## src/rtl/lab7_pkg.sv

```systemverilog
// Shared constants, converter state encoding and the BCD digit adjust helper
// used by the frequency meter and its binary-to-BCD converter.
package lab7_pkg;

  localparam int CNT_W      = 27;
  localparam int SAT_MAX    = 99_999_999;
  localparam int BCD_DIGITS = 8;

  typedef enum logic [1:0] {
    ST_IDLE  = 2'd0,
    ST_SHIFT = 2'd1,
    ST_DONE  = 2'd2
  } conv_state_t;

  // Double-dabble correction: every BCD digit of 5 or more gets 3 added so the
  // following left shift carries correctly into the next digit.
  function automatic logic [4*BCD_DIGITS-1:0] bcd_adjust(input logic [4*BCD_DIGITS-1:0] bcd);
    logic [4*BCD_DIGITS-1:0] res;
    res = bcd;
    for (int i = 0; i < BCD_DIGITS; i++) begin
      if (bcd[4*i +: 4] >= 4'd5) begin
        res[4*i +: 4] = bcd[4*i +: 4] + 4'd3;
      end else begin
        res[4*i +: 4] = bcd[4*i +: 4];
      end
    end
    return res;
  endfunction

endpackage

```

## src/rtl/bin2bcd.sv

```systemverilog
// Sequential double-dabble converter: one iteration per clock, BIN_W
// iterations per conversion, result published in a single DONE cycle.
// A new start in any state restarts the conversion with the new value.
module bin2bcd #(
  parameter int BIN_W = lab7_pkg::CNT_W
) (
  input  logic                              clk,
  input  logic                              rst,
  input  logic                              start,
  input  logic [BIN_W-1:0]                  bin,
  output logic                              busy,
  output logic                              done,
  output logic [4*lab7_pkg::BCD_DIGITS-1:0] bcd
);
  import lab7_pkg::*;

  localparam int BCD_W = 4 * BCD_DIGITS;
  localparam int IT_W  = $clog2(BIN_W + 1);
  localparam logic [IT_W-1:0] LAST_IT = IT_W'(BIN_W - 1);

  conv_state_t              state_r;
  logic [BCD_W+BIN_W-1:0]   sr_r;
  logic [BCD_W+BIN_W-1:0]   sr_step_s;
  logic [BCD_W-1:0]         adj_s;
  logic [IT_W-1:0]          it_r;

  // One double-dabble iteration: correct the BCD digits, then shift left by one
  always_comb begin
    adj_s     = bcd_adjust(sr_r[BCD_W+BIN_W-1:BIN_W]);
    sr_step_s = {adj_s[BCD_W-2:0], sr_r[BIN_W-1:0], 1'b0};
  end

  // Converter FSM with registered busy/done/bcd; start always wins (abort + reload)
  always_ff @(posedge clk or negedge rst) begin
    if (!rst) begin
      state_r <= ST_IDLE;
      sr_r    <= '0;
      it_r    <= '0;
      busy    <= 1'b0;
      done    <= 1'b0;
      bcd     <= '0;
    end else begin
      done <= 1'b0;
      if (start) begin
        state_r <= ST_SHIFT;
        sr_r    <= {{BCD_W{1'b0}}, bin};
        it_r    <= '0;
        busy    <= 1'b1;
      end else begin
        case (state_r)
          ST_IDLE: begin
            busy <= 1'b0;
          end
          ST_SHIFT: begin
            sr_r <= sr_step_s;
            it_r <= it_r + 1'b1;
            if (it_r == LAST_IT) begin
              state_r <= ST_DONE;
              done    <= 1'b1;
              bcd     <= sr_step_s[BCD_W+BIN_W-1:BIN_W];
            end
          end
          ST_DONE: begin
            state_r <= ST_IDLE;
            busy    <= 1'b0;
          end
          default: begin
            state_r <= ST_IDLE;
            busy    <= 1'b0;
          end
        endcase
      end
    end
  end

endmodule

```

## src/rtl/freq_meter.sv

```systemverilog
// Frequency meter: synchronizes sig_in, counts its rising edges over each
// 1 Hz window, latches the count (saturated) on tick_1s and converts it to BCD.
module freq_meter #(
  parameter int CNT_W   = lab7_pkg::CNT_W,
  parameter int SAT_MAX = lab7_pkg::SAT_MAX
) (
  input  logic             clk,
  input  logic             rst,
  input  logic             tick_1s,
  input  logic             sig_in,
  output logic [CNT_W-1:0] freq_bin,
  output logic [31:0]      freq_bcd,
  output logic             ovf,
  output logic             valid,
  output logic             busy
);
  import lab7_pkg::*;

  localparam logic [CNT_W-1:0] SAT_V = CNT_W'(SAT_MAX);

  logic                    sync1_r, sync2_r, sync3_r;
  logic                    edge_s;
  logic [CNT_W-1:0]        cnt_r, cnt_next_s;
  logic                    sat_r, sat_next_s;
  logic                    armed_r;
  logic                    ovf_pend_r, ovf_r;
  logic                    start_s;
  logic [4*BCD_DIGITS-1:0] bcd_s;

  // Two-flop synchronizer plus one history flop for rising-edge detection
  always_ff @(posedge clk or negedge rst) begin
    if (!rst) begin
      sync1_r <= 1'b0;
      sync2_r <= 1'b0;
      sync3_r <= 1'b0;
    end else begin
      sync1_r <= sig_in;
      sync2_r <= sync1_r;
      sync3_r <= sync2_r;
    end
  end

  assign edge_s  = sync2_r & ~sync3_r;
  assign start_s = tick_1s & armed_r;

  // Count including this cycle's edge, held at the saturation value
  always_comb begin
    if (edge_s && (cnt_r != SAT_V)) begin
      cnt_next_s = cnt_r + 1'b1;
    end else begin
      cnt_next_s = cnt_r;
    end
    sat_next_s = sat_r | (cnt_next_s == SAT_V);
  end

  // Window counter, arming and the end-of-window latch
  always_ff @(posedge clk or negedge rst) begin
    if (!rst) begin
      cnt_r      <= '0;
      sat_r      <= 1'b0;
      armed_r    <= 1'b0;
      freq_bin   <= '0;
      ovf_pend_r <= 1'b0;
    end else if (tick_1s) begin
      cnt_r   <= '0;
      sat_r   <= 1'b0;
      armed_r <= 1'b1;
      if (armed_r) begin
        freq_bin   <= cnt_next_s;
        ovf_pend_r <= sat_next_s;
      end
    end else begin
      cnt_r <= cnt_next_s;
      sat_r <= sat_next_s;
    end
  end

  // Published overflow flag, refreshed from the pending value on each valid pulse
  always_ff @(posedge clk or negedge rst) begin
    if (!rst) begin
      ovf_r <= 1'b0;
    end else if (valid) begin
      ovf_r <= ovf_pend_r;
    end
  end

  // During the DONE cycle the pending flag is shown so ovf changes with freq_bcd
  assign ovf      = valid ? ovf_pend_r : ovf_r;
  assign freq_bcd = bcd_s;

  bin2bcd #(.BIN_W(CNT_W)) u_bin2bcd (
    .clk   (clk),
    .rst   (rst),
    .start (start_s),
    .bin   (cnt_next_s),
    .busy  (busy),
    .done  (valid),
    .bcd   (bcd_s)
  );

endmodule

```

## config.mk

```make
export PLATFORM = sky130hd
export DESIGN_NAME = freq_meter
export DESIGN_NICKNAME = d
export VERILOG_FILES = /design/src/rtl/lab7_pkg.sv /design/src/rtl/bin2bcd.sv /design/src/rtl/freq_meter.sv
export SDC_FILE = /design/constraint.sdc
export NUM_CORES = 1
export LEC_CHECK = 0
export CAP_MARGIN = 20
export CORE_UTILIZATION = 52
export CTS_CLUSTER_DIAMETER = 50
export DETAILED_ROUTE_END_ITERATION = 8
export GPL_TIMING_DRIVEN = 0
export PLACE_DENSITY_LB_ADDON = 0.25
export SYNTH_ARGS = -nofsm -noshare
export SYNTH_HDL_FRONTEND = slang
export SYNTH_SLANG_ARGS = --single-unit
```

## constraint.sdc

```tcl
create_clock -name clk -period 2 [get_ports clk]
set_input_delay 0.4 -clock clk [delete_from_list [all_inputs] [get_ports clk]]
set_output_delay 0.4 -clock clk [all_outputs]
set_load 0.05 [all_outputs]
```

==> metrics list <==
- Run status: finished with violations
* Violated checks: setup timing
* CTS root buffer: clkbuf_16
* Cell taking the most area after synthesis: dfrtp_1
- Post-synthesis cell count: 830
* Die span in y: 123.7 um
* Register bit count reported by yosys: 161
- The number of antenna violations at the first check in global routing is 0.
- The mapped netlist covers 7706 sq um.
- Layout Skew: 0.007808 ns
- DR vias: 6,531
- Summing all multi-input logic gate instances after layout gives 3801 sq um.
- The total overflow left after global routing is 0.
* Final GP Congestion: ~0.94
- Yosys attributes the largest share of cell area to dfrtp_1 52%, nand2_1 6.7%, a21oi_1 6.0%.
- Setup violators final: 43
* Dominant synthesized flop cell: dfrtp_1
- Hold crit path type: reg2reg
- Total DRC errors in the routed layout: 0
- Of all flip-flops after synthesis, the portion carrying an async set or reset was 1.000.
- After clock tree synthesis, the clock-pin slew on the worst setup and hold paths is around 0.060 ns.
* Cell variety after synth: 57
* Number of max-cap violations: 0
- The average instance in the mapped netlist occupies 9.285 sq um.
* Total Nets Final: 974
- Total power: 7.275 mW
* Yosys top cell area share: 0.5228
- Most common cell after layout, fill and taps aside: dfrtp_1
- Sequential standard cell area: 4040 sq um
- Static timing analysis puts the maximum clock frequency at 0.4361 GHz.
- Number of buffers added by the clock tree synthesis step: 17
- EDFF count, synth: 0
- The pre-antenna-repair detailed-routing pass consisted of 5 iterations.
- Dividing total power by cell area gives a power density of between 700 and 800 nW/um^2.
- Placeable Area: approximately 14,000 sq um
- The routed design has 20.12 mm of wire.
- In this run the static leakage power is around 5.3 nW.
- Final count of pins violating max slew: 0
- The worst setup path is captured at a register.
* Period utilisation layout: 1.147
- At the pin with the least slew margin, the transition time is 0.6457 ns.
- The worst path in the final design needs a cycle of 2.293 ns, including I/O delays and setup.
- The later pin in the worst-skew pair is clocked with a latency of about 0.43 ns.
- The worst setup path is of the reg2reg kind.
* Cell area after placement: 8628 sq um
* Full die area: 15,310 sq um
* Synth-to-Final Area Change: 31.42%
- The library cells used most frequently in the layout, excluding fill and tap cells, are 152 x dfrtp_1, 136 x nand2_1, 100 x nor2_1.
* Max rail drop VDD: 0.7213 mV
* Slew Limit Headroom: 0.5696
* Fill count: between 1,000 and 1,500
- The hold violation total from the final report is 0.
- The die is between 100 and 150 um wide.
- The share of the Yosys chip area taken by registers is 0.5228.
* PortBufs: 65
* Syn. warnings: 0
- Via count normalized by instance count: 5.694
* Vias in the first global route: 6,103
- After detailed routing, the average wire length per cell comes to about 18 um.
- Number of levels in the clock H-tree: 4
- For this run, the share of the core covered by cells in the final layout is 0.6994.
- Biggest fanout along the worst timing path: 5
- For this run, the total global-route usage over all layers was measured as 0.2625.
- Of the cells placed in the final design, the portion with a size suffix greater than 1 is 0.1786.
- CP Data Arrival Time: 2.64 ns
- Once detail routing completed, the nets flagged for antenna violations numbered 0.
- The repair_antennas step left the layout with diodes totalling 0.
- Once detailed placement completed, the half-perimeter wirelength came to between 10 and 15 mm.
- Largest net degree at the start of global routing: 93
- Wire length of the first global-routing pass: 30.20 mm
- During I/O placement, the number of pins put on the boundary was 66.
- TritonCTS built the clock tree.
* Launching element type of the critical path: register
- Final Cell Area: 10,130 sq um
- Total number of clock tree sinks: 161
* Standard-cell row count: 44
- Final Worst Setup Slack: -0.2933 ns
- Hold timing on the final database bottoms out at a slack of about 0.35 ns.
* Post-Syn Nets: 853
* Initial standard-cell utilization of the core: 0.5322
- Violation count after the first detailed-route iteration: 601
* Unrepaired setup endpoints after global routing: yes
* Worst path required time: 2.35 ns
- No sink is reached through more buffers than the 2 on the longest clock path.
[routing by layer]
layer | part of all wire | vias up | GRT usage
met5 | 0 | - | 0
met4 | 0.029 | 0 | 0.09714
met3 | 0.048 | 53 | 0.05632
met2 | 0.52 | 198 | 0.4493
met1 | 0.41 | 3232 | 0.3254
li1 | - | 3048 | -
[cell type report]
cell class	instances	area share
buffer	46	0.02422
clock buffer	21	0.04645
clock inverter	10	0.01087
inverter	22	0.008154
multi-input combinational	598	0.3753
sequential	161	0.3989
tap	184	0.02273
timing repair buffer	105	0.1133
[cells by family (layout without fill, tap and decap cells)]
family / Yosys count / after routing / share of synthesized area
AND/OR/NAND/NOR: 368 / 368 / 0.2317
flip-flops: 161 / 161 / 0.5228
AO/OA/AOI/OAI: 160 / 160 / 0.1172
buffers and inverters: 71 / 204 / 0.03783
XOR/XNOR: 42 / 42 / 0.04773
adder cells (fa/ha/maj): 19 / 19 / 0.03085
multiplexers: 9 / 9 / 0.01185
[state kept, by name (all words and copies together) (netlist names)]
name,flops
cnt_r,27
u_bin2bcd.bcd,32
u_bin2bcd.sr_r,59
u_bin2bcd.busy,1
ovf_r,1
u_bin2bcd.state_r,2
sat_r,1
freq_bin,27
sync3_r,1
ovf_pend_r,1
u_bin2bcd.done,1
armed_r,1
sync1_r,1
sync2_r,1
u_bin2bcd.it_r,5
[per-stage QoR]
step | TNS (ns) | cells | setup slack, ns
floorplan | 0 | 830 | 0.03014
global placement | -1007.06 | 1079 | -5.981
detailed placement | -47.09 | 1080 | -0.6102
CTS | -1.233 | 1121 | -0.1463
global route | -7.649 | 1147 | -0.3234
finish | -4.081 | 1147 | -0.2933
[power by group]
| part | switching, mW | internal [mW] | total (mW) |
|---|---|---|---|
| clock | 1.31 | 1.92 | 3.23 |
| sequential | 0.0656 | 3.35 | 3.42 |
| combinational | 0.414 | 0.212 | 0.626 |
| total | 1.79 | 5.48 | 7.28 |
[Yosys cell counts (2+ instances only)]
cell type	n
clkbuf_1	37
buf_2	4
nor3_1	5
a22o_1	3
xnor2_1	19
buf_1	2
nor4_2	2
a211oi_1	7
dfrtp_1	161
nor3b_1	7
and3_1	32
and2_1	4
nand2_1	137
a31oi_1	6
nand3_1	24
nor2b_1	5
nand4_1	12
nand2b_1	10
ha_1	19
nand3_2	2
nand4_4	2
inv_1	22
a21oi_1	93
nor3_2	2
xor2_1	23
o31ai_1	2
buf_4	5
o21ai_0	33
nand4b_1	3
or3_1	3
mux2i_1	8
a21o_1	5
nand3b_1	2
nor2_1	106
[worst max-delay path: stages (launching register included)]
cell       delay, ns
dfrtp_2         0.45
ha_4            0.20
and3_4          0.24
nand2b_4        0.10
o31ai_4         0.29
buf_6           0.16
nor3_1          0.06
o32ai_2         0.26
nand4_1         0.22
o2bb2ai_1       0.22
[path summary, 6_finish.rpt]
kind	slack, ns	endpoint	cells past startpoint	from
setup / recovery	-0.29	sat_r$_DFF_PN0_	9	cnt_r[1]$_DFF_PN0_
hold / removal	0.35	sync2_r$_DFF_PN0_	0	sync1_r$_DFF_PN0_
setup reg to reg	-0.29	sat_r$_DFF_PN0_	9	cnt_r[1]$_DFF_PN0_
hold reg to reg	0.35	sync2_r$_DFF_PN0_	0	sync1_r$_DFF_PN0_
max in group asynchronous	0.63	cnt_r[17]$_DFF_PN0_	3	rst
min in group asynchronous	0.51	u_bin2bcd.bcd[5]$_DFFE_PN0P_	2	rst
[what timing repair did]
| item | 4_1_cts | 5_1_grt |
|---|---|---|
| endpoints found under the hold margin | 69 | 0 |
| pin swaps | 6 | 29 |
| hold buffers | 1 | 0 |
| gates cloned | 1 | 0 |
| setup endpoints to repair | 142 | 186 |
| setup buffers | 8 | 29 |
| resized for setup | 59 | 127 |
(Power assumes the default switching activity.)
